$ cat config.mk
export PLATFORM = sky130hd
export DESIGN_NAME = pipe_ctrl
export DESIGN_NICKNAME = d
export VERILOG_FILES = /design/src/rtl/riscv_pkg.sv /design/src/rtl/sat_counter.sv /design/src/rtl/pipe_ctrl.sv
export SDC_FILE = /design/constraint.sdc
export NUM_CORES = 1
export LEC_CHECK = 0
export CORE_ASPECT_RATIO = 0.9
export CORE_MARGIN = 5
export CORE_UTILIZATION = 46
export CTS_CLUSTER_DIAMETER = 150
export DETAILED_ROUTE_END_ITERATION = 12
export PLACE_DENSITY = 0.77
export SYNTH_ARGS = -nofsm -noshare
export SYNTH_HDL_FRONTEND = slang
export SYNTH_SLANG_ARGS = --single-unit
export TNS_END_PERCENT = 20
$ cat constraint.sdc
create_clock -name clk_i -period 2.03 [get_ports clk_i]
set_clock_uncertainty 0.05 [all_clocks]
set_input_delay 0.406 -clock clk_i [delete_from_list [all_inputs] [get_ports clk_i]]
set_output_delay 0.406 -clock clk_i [all_outputs]
set_load 0.02 [all_outputs]
$ cat src/rtl/riscv_pkg.sv
// Shared pipeline-control types: sequencer states and the load-use hazard test.
package riscv_pkg;

    typedef enum logic [1:0] {
        CTRL_RUN      = 2'd0,
        CTRL_MEM_WAIT = 2'd1,
        CTRL_HALT_ERR = 2'd2
    } ctrl_state_t;

    localparam int REG_ADDR_W = 5;

    // x0 never carries a real value, so a load targeting it cannot create a hazard.
    function automatic logic is_load_use(
        input logic                  ex_mem_read,
        input logic [REG_ADDR_W-1:0] ex_rd,
        input logic [REG_ADDR_W-1:0] id_rs1,
        input logic                  id_rs1_used,
        input logic [REG_ADDR_W-1:0] id_rs2,
        input logic                  id_rs2_used
    );
        return ex_mem_read && (ex_rd != '0) &&
               ((id_rs1_used && (id_rs1 == ex_rd)) || (id_rs2_used && (id_rs2 == ex_rd)));
    endfunction

endpackage

$ cat src/rtl/sat_counter.sv
// Up-counter that sticks at all-ones instead of wrapping.
module sat_counter #(
    parameter int W = 32
) (
    input  logic         clk_i,
    input  logic         rst_i,
    input  logic         inc_i,
    output logic [W-1:0] cnt_o
);

    logic [W-1:0] cnt_reg;

    always_ff @(posedge clk_i) begin
        if (rst_i) begin
            cnt_reg <= '0;
        end else if (inc_i && (cnt_reg != '1)) begin
            cnt_reg <= cnt_reg + W'(1);
        end
    end

    assign cnt_o = cnt_reg;

endmodule

$ cat src/rtl/pipe_ctrl.sv
// Stall/flush sequencer for the 5-stage pipeline: hazard resolution, memory-wait
// freeze with timeout watchdog, and stall/flush performance counters.
module pipe_ctrl
    import riscv_pkg::*;
#(
    parameter int TIMEOUT_CYCLES = 256,
    parameter int CNT_W          = 32
) (
    input  logic             clk_i,
    input  logic             rst_i,
    input  logic [4:0]       id_rs1_addr_i,
    input  logic [4:0]       id_rs2_addr_i,
    input  logic             id_rs1_used_i,
    input  logic             id_rs2_used_i,
    input  logic [4:0]       ex_rd_addr_i,
    input  logic             ex_mem_read_i,
    input  logic             ex_redirect_i,
    input  logic             mem_active_i,
    input  logic             dmem_ready_i,
    output logic             stall_if_o,
    output logic             stall_id_o,
    output logic             stall_ex_o,
    output logic             stall_mem_o,
    output logic             flush_id_o,
    output logic             flush_ex_o,
    output logic             wb_bubble_o,
    output logic             err_o,
    output logic [CNT_W-1:0] stall_cnt_o,
    output logic [CNT_W-1:0] flush_cnt_o
);

    localparam int TO_W = $clog2(TIMEOUT_CYCLES + 1);
    localparam logic [TO_W-1:0] TO_LIMIT = TO_W'(TIMEOUT_CYCLES);

    ctrl_state_t     state_reg, state_next;
    logic [TO_W-1:0] tcnt_reg, tcnt_next;
    logic            err_reg;

    logic mem_busy;
    logic load_use;
    logic freeze;
    logic eval_hazard;
    logic redirect_fire;
    logic load_use_fire;

    assign mem_busy = mem_active_i & ~dmem_ready_i;
    assign load_use = is_load_use(ex_mem_read_i, ex_rd_addr_i,
                                  id_rs1_addr_i, id_rs1_used_i,
                                  id_rs2_addr_i, id_rs2_used_i);

    // freeze: whole pipe held; eval_hazard: normal redirect/load-use resolution applies.
    always_comb begin
        state_next  = state_reg;
        tcnt_next   = tcnt_reg;
        freeze      = 1'b0;
        eval_hazard = 1'b0;
        if (rst_i) begin
            state_next = CTRL_RUN;
            tcnt_next  = '0;
        end else begin
            case (state_reg)
                CTRL_RUN: begin
                    if (mem_busy) begin
                        freeze     = 1'b1;
                        state_next = CTRL_MEM_WAIT;
                        tcnt_next  = TO_W'(1);
                    end else begin
                        eval_hazard = 1'b1;
                    end
                end
                CTRL_MEM_WAIT: begin
                    if (!dmem_ready_i) begin
                        freeze = 1'b1;
                        if (tcnt_reg == TO_LIMIT) begin
                            state_next = CTRL_HALT_ERR;
                            tcnt_next  = '0;
                        end else begin
                            tcnt_next = tcnt_reg + TO_W'(1);
                        end
                    end else begin
                        // Release cycle resolves hazards directly, no extra bubble.
                        eval_hazard = 1'b1;
                        state_next  = CTRL_RUN;
                        tcnt_next   = '0;
                    end
                end
                CTRL_HALT_ERR: begin
                    freeze = 1'b1;
                end
                default: begin
                    freeze     = 1'b1;
                    state_next = CTRL_RUN;
                    tcnt_next  = '0;
                end
            endcase
        end
    end

    assign redirect_fire = eval_hazard & ex_redirect_i;
    assign load_use_fire = eval_hazard & ~ex_redirect_i & load_use;

    assign stall_if_o  = freeze | load_use_fire;
    assign stall_id_o  = freeze | load_use_fire;
    assign stall_ex_o  = freeze;
    assign stall_mem_o = freeze;
    assign flush_id_o  = rst_i | redirect_fire;
    assign flush_ex_o  = rst_i | redirect_fire | load_use_fire;
    assign wb_bubble_o = rst_i | freeze;
    assign err_o       = err_reg;

    always_ff @(posedge clk_i) begin
        if (rst_i) begin
            state_reg <= CTRL_RUN;
            tcnt_reg  <= '0;
            err_reg   <= 1'b0;
        end else begin
            state_reg <= state_next;
            tcnt_reg  <= tcnt_next;
            err_reg   <= (state_next == CTRL_HALT_ERR);
        end
    end

    logic [1:0]       cnt_inc;
    logic [CNT_W-1:0] cnt_val [2];

    assign cnt_inc[0] = stall_if_o;
    assign cnt_inc[1] = redirect_fire;

    generate
        for (genvar gi = 0; gi < 2; gi++) begin : g_perf_cnt
            sat_counter #(
                .W(CNT_W)
            ) u_cnt (
                .clk_i(clk_i),
                .rst_i(rst_i),
                .inc_i(cnt_inc[gi]),
                .cnt_o(cnt_val[gi])
            );
        end
    endgenerate

    assign stall_cnt_o = cnt_val[0];
    assign flush_cnt_o = cnt_val[1];

endmodule

==> results.toml <==
[clock_tree]
tritoncts = "built"
clkTransAtPathRegs_ns = 0.07
htreeDepth = 3
clkSinkCount = 76
clk_latency_ns = 0.36
cts_root_buf = "clkbuf_8"
holdBufCountCts = 0
numCtsBuffers = 9
cts.path.max_buffers = 2

[timing]
slew_headroom = 0.677
finalMaxSlewViolations = 0
fmax_mhz = 477
hold_viol_final = 0
layout_worst_path_cycle_share = 1.03
worst_slack_ns = -0.0647
period_needed_ns = 2.09
fin_hold_ws_ns = 0.450
worst_pin_slew_ns = 0.477
setup_tns_ns = -0.129
setup_viol = 2
grt_setup_unrepaired = "true"

[floorplanning]
num_rows = 32
die_area_um2 = 10900
core_area_um2 = 8610
initial_core_util = 0.475
fp.dieW_um = 109
io_pins = 95
die_height_um = 99.5

[power_and_ir_drop]
vdd_drop_max_uv = 431
p_total_mw = 3.09
p_per_area_nw_per_um2 = 510
leakage_nw = 2.27

[layout]
final_cells = 757
fin_nets = 661
fin_util = 0.704
syn2layout_area_growth_pct = 48.1
design_area_um2 = 6060
layout-drive-gt1-share = 0.281
diodes = 0
largest_register_ffs = 64

[synthesis]
synth_area_leader_cell = "dfxtp_1"
synth_top_area_frac = 0.372
yosysSeqAreaShare = 0.372
synthMuxAreaShare = 0.0352
yosysUniqueCellTypes = 55
synth_top_family_by_area = "simple AND/OR/NAND/NOR gates"
ys_ff_latch = 76
synth_compound_area_frac = 0.101
synth_fa_ha_area_frac = 0.0122
syn-cell-area_um2 = 4090
ys_top_cells_by_area = "dfxtp_1 (37%), xnor2_1 (6.2%), nor2_1 (5.5%), nand3_1 (3.8%), xor2_1 (3.4%)"
syn-instance-count = 471
syn_nets = 498
ys_warn_count = 0
yosys_most_used_dff = "dfxtp_1"
synth-edff-count = 0
synthArstFlopShare = 0
synth-simple-area-share = 0.341
synth_xor_area_frac = 0.0964
syn_avg_cell_area_um2 = 8.68

[route]
via_per_inst = 5.48
vias = 4147
drt_iter0_markers = 196
wl_per_cell_um = 15.1
wl_um = 11400
drc = 0
ant_nets = 0
drtPass1Iterations = 5

[setup_path]
required_ns = 1.57
timing.critical_path.mode_cell = "buf_6"
critPathSlowestCell = "or4_4"
slowest_delay_ns = 0.53
cp_cell_sequence = "buf_6 -> or4_4 -> nor2_4 -> nor4b_4 -> a21oi_4 -> inv_4 -> buf_6"
cp-startpoint = "ex_rd_addr_i[3]"
worstSetupPathType = "in2out"
end_kind = "output port"
arrival_ns = 1.64
start_kind = "input pin"
worstReg2RegStart = "g_perf_cnt[0].u_cnt.cnt_o[1]$_SDFFE_PP0P_"
path_max_fanout = 5

[place]
place_area_um2 = 5670
dpl.cell_count = 734
pre_cts_ws_ns = -0.848
place_congestion = 0.810
hpwl_um = 8230
io_buffers = 94

[hold_path]
hp-start = "g_perf_cnt[0].u_cnt.cnt_o[7]$_SDFFE_PP0P_"
min_path_type = "reg2reg"

[run]
max_cap_viol_count = 0

[global_routing]
grt_use_total = 0.210
antenna_found_initial = 0
grt_overflow = 0
grt_start_max_net_pins = 46
grt_pass1_vias = 4004
grt_pass1_wl_um = 18700

[outcome]
outcome = "finished with violations"
violations = "negative setup slack"
## synthesized netlist by cell type, types with 9 or more instances
cell	instances
a21oi_1	21
and3_1	16
and4_1	10
dfxtp_1	76
nand2_1	33
nand3_1	31
nand4_1	18
nor2_1	60
nor2b_1	9
nor3_1	12
o31ai_1	10
or4_1	12
xnor2_1	29
xor2_1	16
## power by group
part / switching [mW] / internal (mW)
combinational: 0.140 / 0.125
sequential: 0.00808 / 1.50
clock: 0.565 / 0.759
total: 0.713 / 2.38
## cells by family (layout without fill, tap and decap cells)
kind of cell    count (synthesis)  count (layout)
buf+inv                        31             198
simple gates                  246             246
mux                            13              13
compound gates                 56              56
xor+xnor                       45              45
fa+ha+maj                       4               4
flops                          76              76
## worst paths after layout
path | to | slack [ns] | depth (start not counted)
max | stall_id_o | -0.06 | 7
min reg2reg | g_perf_cnt[0].u_cnt.cnt_o[7]$_SDFFE_PP0P_ | 0.45 | 2
min | g_perf_cnt[0].u_cnt.cnt_o[7]$_SDFFE_PP0P_ | 0.45 | 2
max reg2reg | g_perf_cnt[0].u_cnt.cnt_o[30]$_SDFFE_PP0P_ | 0.01 | 8
## layout by cell type, fill, tap and decap left out, drive strengths merged, types with 6 or more instances in the layout
master	Yosys	final
nor2	63	63
xnor2	29	29
dfxtp	76	76
inv	6	7
nor4b	7	7
nor2b	9	9
or4	12	12
nor3	13	13
clkbuf	6	13
o31ai	10	10
mux2	8	8
dlygate4sd2	0	12
nor4	6	6
nand4	19	19
a21oi	22	22
and4	13	13
o41ai	7	7
and3	16	16
nand3	31	31
clkdlybuf4s50	0	68
buf	18	94
xor2	16	16
nand2	35	35
## routing by layer
layer  part of all wire  track usage  wire length (um)  vias to the layer above
li1                   -            -                 -                     2038
met1               0.44        0.270              5000                     1973
met2               0.49        0.352              5650                      126
met3              0.059       0.0461               676                       10
met4              0.010       0.0594               114                        0
met5                  0            0                 0                        -
## final cells by class
class | count | area, um^2
clock buffer | 12 | 155
clock inverter | 3 | 68.8
fill | 663 | 2550
inverter | 7 | 28.8
multi-input combinational | 364 | 2560
sequential | 76 | 1550
tap | 119 | 149
timing repair buffer | 176 | 1550
## critical path, delay by kind of cell
| kind | cells | cell delay [ns] |
|---|---|---|
| AO/OA/AOI/OAI | 1 | 0.20 |
| buffers and inverters | 3 | 0.31 |
| AND/OR/NAND/NOR | 3 | 0.71 |
## repair_timing
item                                    4_1_cts  5_1_grt
buffers inserted                              2        7
pin swaps                                    20       20
resized for setup                            73       33
endpoints found under the setup margin       44       51
(Power assumes the default switching activity.)
==> variant 1, RTL diff (same settings) <==
The parameter `TIMEOUT_CYCLES` goes from 256 to 512.
--- a/src/rtl/pipe_ctrl.sv
+++ b/src/rtl/pipe_ctrl.sv
@@ -3,7 +3,7 @@
 module pipe_ctrl
     import riscv_pkg::*;
 #(
-    parameter int TIMEOUT_CYCLES = 256,
+    parameter int TIMEOUT_CYCLES = 512,
     parameter int CNT_W          = 32
 ) (
     input  logic             clk_i,
Function: no difference found for any inputs over 4 cycles, from zero or initial values and one cycle with rst_i high; that may be too few to reach the edited logic, so the function may still have changed.
==> variant 1 against the unedited design <==
- the run still ends with setup timing left
- fmax decreased by 10%
- area after synthesis is 5.8% lower
- design area rose by 1.8%
- global-route usage grew 0.093 points
- wire length is 8.0% higher
- setup slack worse by 0.23 ns
- sequential cell count increased by 1
- total power is 0.41% higher
- critical endpoint is now g_perf_cnt[0].u_cnt.cnt_o[10]
==> variant 1: results <==
export IMPL_status="finished, violations left"
export IMPL_violations="setup timing"
export IMPL_dp_hpwl_mm=7.930
export IMPL_grt_pass1_vias=3935
export IMPL_ys_async_sr_fraction_pct=0
export IMPL_synth_area_top_cells="dfxtp_1 40%, xnor2_1 9.5%, nor2_1 7.9%"
export IMPL_drtIter0Drc=218
export IMPL_seq_area_frac_synth_pct=40.00
export IMPL_wl_per_cell_um=16.67
export IMPL_r2r_start="state_reg[0]"
export IMPL_cp_data_arrival_time_ns=2.48
export IMPL_met1_length_mm=4.955
export IMPL_hold_path_end="g_perf_cnt[1].u_cnt.cnt_o[13]"
export IMPL_met3WireLength_um=712
export IMPL_gp_congestion=0.8639
export IMPL_layout_setup_ws_ns=-0.2969
export IMPL_ir_worst_vdd_v=0.0003402
export IMPL_syn_area_per_cell_um2=8.396
export IMPL_cts_htree_levels=3
export IMPL_leakage_uw=0.002301
export IMPL_setup_violations=15
export IMPL_worstMarginPinSlew_ns=0.7788
export IMPL_place_inst=715
export IMPL_finalNonFillerCells=741
export IMPL_rr_endpoint="g_perf_cnt[0].u_cnt.cnt_o[10]"
export IMPL_met2_length_mm=6.245
export IMPL_grt_max_degree=76
export IMPL_yosysWarnings=0
export IMPL_nNetsFinal=664
export IMPL_pre_cts_ws_ns=-0.9633
export IMPL_layout_drive_gt1_share_pct=31.31
export IMPL_yosysUniqueCellTypes=45
export IMPL_powerDensity_nw_per_um2=503.3
export IMPL_grtUsageTotal_pct=21.09
export IMPL_min_from="g_perf_cnt[1].u_cnt.cnt_o[13]"
export IMPL_grt_pass1_wl_mm=18.08
export IMPL_vias=4044
export IMPL_ys_top_cells_by_count="81 x nor2_1, 77 x dfxtp_1, 42 x xnor2_1"
export IMPL_hold_slack_ns=0.4697
export IMPL_path_max_fanout=19
export IMPL_antenna_found_initial=0
export IMPL_clkSlewWorstSetupHoldPaths_ns=0.08
export IMPL_synth_nets=486
==> variant 1: worst max-delay path, stage by stage, from the launching register on <==
cell,delay [ns]
dfxtp_2,0.34
o21bai_4,0.18
nand2_4,0.08
nor4b_4,0.33
a21oi_4,0.14
buf_4,0.25
nor4_1,0.50
xnor2_1,0.20
nor2_1,0.09
==> variant 1: area by class of cell <==
cell class,instances,share of cell area (%)
timing repair buffer,182,26.57
inverter,9,0.7505
clock buffer,13,2.414
multi-input combinational,358,41.62
sequential,77,25.52
tap,99,2.008
clock inverter,3,1.116
==> variant 1: kinds of logic (layout without fill, tap and decap cells) <==
kind of cell    after synthesis  after routing  share of synthesized area, %
fa+ha+maj                     4              4                         1.299
flops                        77             77                         40.00
xor+xnor                     68             68                         15.45
compound gates               32             32                         5.292
simple gates                253            253                         34.71
buf+inv                      24            207                         2.857
mux                           1              1                        0.3895
==> variant 1: how the worst max path moves through the flow <==
stage / from / endpoint / slack (ns) / cells after the start
final: state_reg[0] / g_perf_cnt[0].u_cnt.cnt_o[10] / -0.30 / 8
after global routing: state_reg[0] / g_perf_cnt[0].u_cnt.cnt_o[10] / -0.38 / 8
after CTS: state_reg[0] / g_perf_cnt[0].u_cnt.cnt_o[23] / -0.17 / 8
after detailed placement: ex_rd_addr_i[4] / g_perf_cnt[0].u_cnt.cnt_o[23] / -0.96 / 10
after global placement: ex_rd_addr_i[1] / stall_if_o / -0.90 / 8
after floorplan: ex_rd_addr_i[1] / stall_if_o / -0.18 / 8
==> variant 1: per-stage QoR <==
stage               total power, uW  TNS, ns
global route                   3201   -6.347
finish                         3105   -1.810
floorplan                      1683   -1.986
global placement               1801   -35.17
detailed placement             1811   -37.99
CTS                            3098  -0.8720
==> variant 1: where the power goes <==
group | leakage (uW) | internal (uW) | switching (uW)
clock network | 0.000108 | 731 | 574
logic | 0.00156 | 135 | 146
registers | 0.000630 | 1510 | 7.54
==> variant 1: routing by layer <==
metal	global-route usage, %	up-vias
met5	0	-
met4	8.555	0
met3	4.794	38
met2	35.27	151
met1	26.13	1908
li1	-	1947
==> variant 1: timing repair <==
item | in CTS | in global routing
hold buffers | 0 | 0
pin swaps | 27 | 24
endpoints found under the setup margin | 57 | 66
cloned | 0 | 1
buffers inserted | 6 | 4
hold endpoints to repair | 0 | 0
gates resized for setup | 81 | 52
==> variant 2, RTL diff (same flow settings) <==
Made on the original files. Register the output `flush_cnt_o`, cleared by the reset; this adds one clock of latency there. The other outputs are not delayed to match.
--- a/src/rtl/pipe_ctrl.sv
+++ b/src/rtl/pipe_ctrl.sv
@@ -140,7 +140,13 @@
     endgenerate
 
     assign stall_cnt_o = cnt_val[0];
-    assign flush_cnt_o = cnt_val[1];
+    always_ff @(posedge clk_i) begin
+        if (rst_i) begin
+            flush_cnt_o <= '0;
+        end else begin
+            flush_cnt_o <= cnt_val[1];
+        end
+    end
 
 endmodule
 
Formal check against the unedited RTL: not equivalent (a bounded check fails within 4 cycles, from zero or initial values and one cycle with rst_i high).
==> variant 2 against the unedited design <==
- the flow still finishes with violations (setup timing)
- total power increased by 32%
- area after synthesis increased by 20%
- wire length rose by 2.5%
- die area is 18% higher
- synthesized cell count is 20% higher
- sequential cell count increased by 32
- design area is 12% higher
- hold slack better by 0.00081 ns
- setup slack worse by 0.18 ns
- largest cell class unchanged
- highest routed layer unchanged
==> variant 2: results <==
export IMPL_met1_length_mm=4.973
export IMPL_ir_worst_vdd_v=0.0005843
export IMPL_cts_setup_buffers=3
export IMPL_path_max_fanout=6
export IMPL_yosysUniqueCellTypes=45
export IMPL_ys_top_cells_by_count="108 x dfxtp_1, 92 x nor2_1, 50 x xor2_1"
export IMPL_grt_pass1_wl_mm=19.48
export IMPL_grtUsageTotal_pct=18.36
export IMPL_setup_violations=35
export IMPL_status="finished, violations left"
export IMPL_multi_input_area_um2=2577
export IMPL_syn_area_per_cell_um2=8.721
export IMPL_switchingPower_uw=911.0
export IMPL_ctsResizeCount=75
export IMPL_layout_setup_ws_ns=-0.2425
export IMPL_seq_area_frac_synth_pct=43.96
export IMPL_place_inst=810
export IMPL_synth_area_top_cells="dfxtp_1 44%, xor2_1 8.9%, nor2_1 7.0%"
export IMPL_vias=4159
export IMPL_met3WireLength_um=574
export IMPL_cp_data_arrival_time_ns=2.41
export IMPL_clk_share_pct=4.245
export IMPL_wl_per_cell_um=14.13
export IMPL_violations="setup timing"
export IMPL_pg_clk_uw=1680
export IMPL_leakage_uw=0.002566
export IMPL_cts_sinks=108
export IMPL_clk_insertion_delay_late_ns=0.34
==> variant 2: cell types whose count changed in the layout (fill, tap and decap cells not counted), moves of 9 or more <==
cell       before  now
a21oi_1        16    5
clkbuf_16       0    9
clkbuf_8       11    2
dfxtp_1        61  100
nand3_2         0   16
nand4_1        18   27
nor2_1         59   89
nor2b_1         9   37
o31ai_1        10    1
xor2_1         16   50
==> variant 2: through the flow <==
step / cell area [um2] / TNS (ns) / hold slack [ns]
after global routing: 6779 / -9.140 / 0.4705
after floorplan: 5022 / -5.553 / 0.4117
after CTS: 6714 / -6.526 / 0.4550
after detailed placement: 6336 / -36.22 / 0.4289
final: 6779 / -5.984 / 0.4512
after global placement: 6336 / -34.16 / 0.4301
==> variant 2: path summary, 6_finish.rpt <==
path / start / end / slack (ns)
setup / recovery: g_perf_cnt[0].u_cnt.cnt_o[1] / g_perf_cnt[0].u_cnt.cnt_o[17] / -0.24
hold / removal: g_perf_cnt[1].u_cnt.cnt_o[13] / flush_cnt_o[13] / 0.45
hold reg to reg: g_perf_cnt[1].u_cnt.cnt_o[13] / flush_cnt_o[13] / 0.45
setup reg to reg: g_perf_cnt[0].u_cnt.cnt_o[1] / g_perf_cnt[0].u_cnt.cnt_o[17] / -0.24
==> variant 2: cells by family (layout without fill, tap and decap cells) <==
group,Yosys count,count (layout),synth area share (%)
mux,3,3,0.6614
simple gates,291,292,30.55
buf+inv,65,201,8.140
flops,108,108,43.96
xor+xnor,73,73,13.00
compound gates,20,20,2.671
fa+ha+maj,4,4,1.018
==> variant 2: metal layers <==
layer | track usage (%) | vias up
li1 | - | 2103
met1 | 21.28 | 1951
met2 | 34.05 | 91
met3 | 4.027 | 14
met4 | 5.294 | 0
met5 | 0 | -
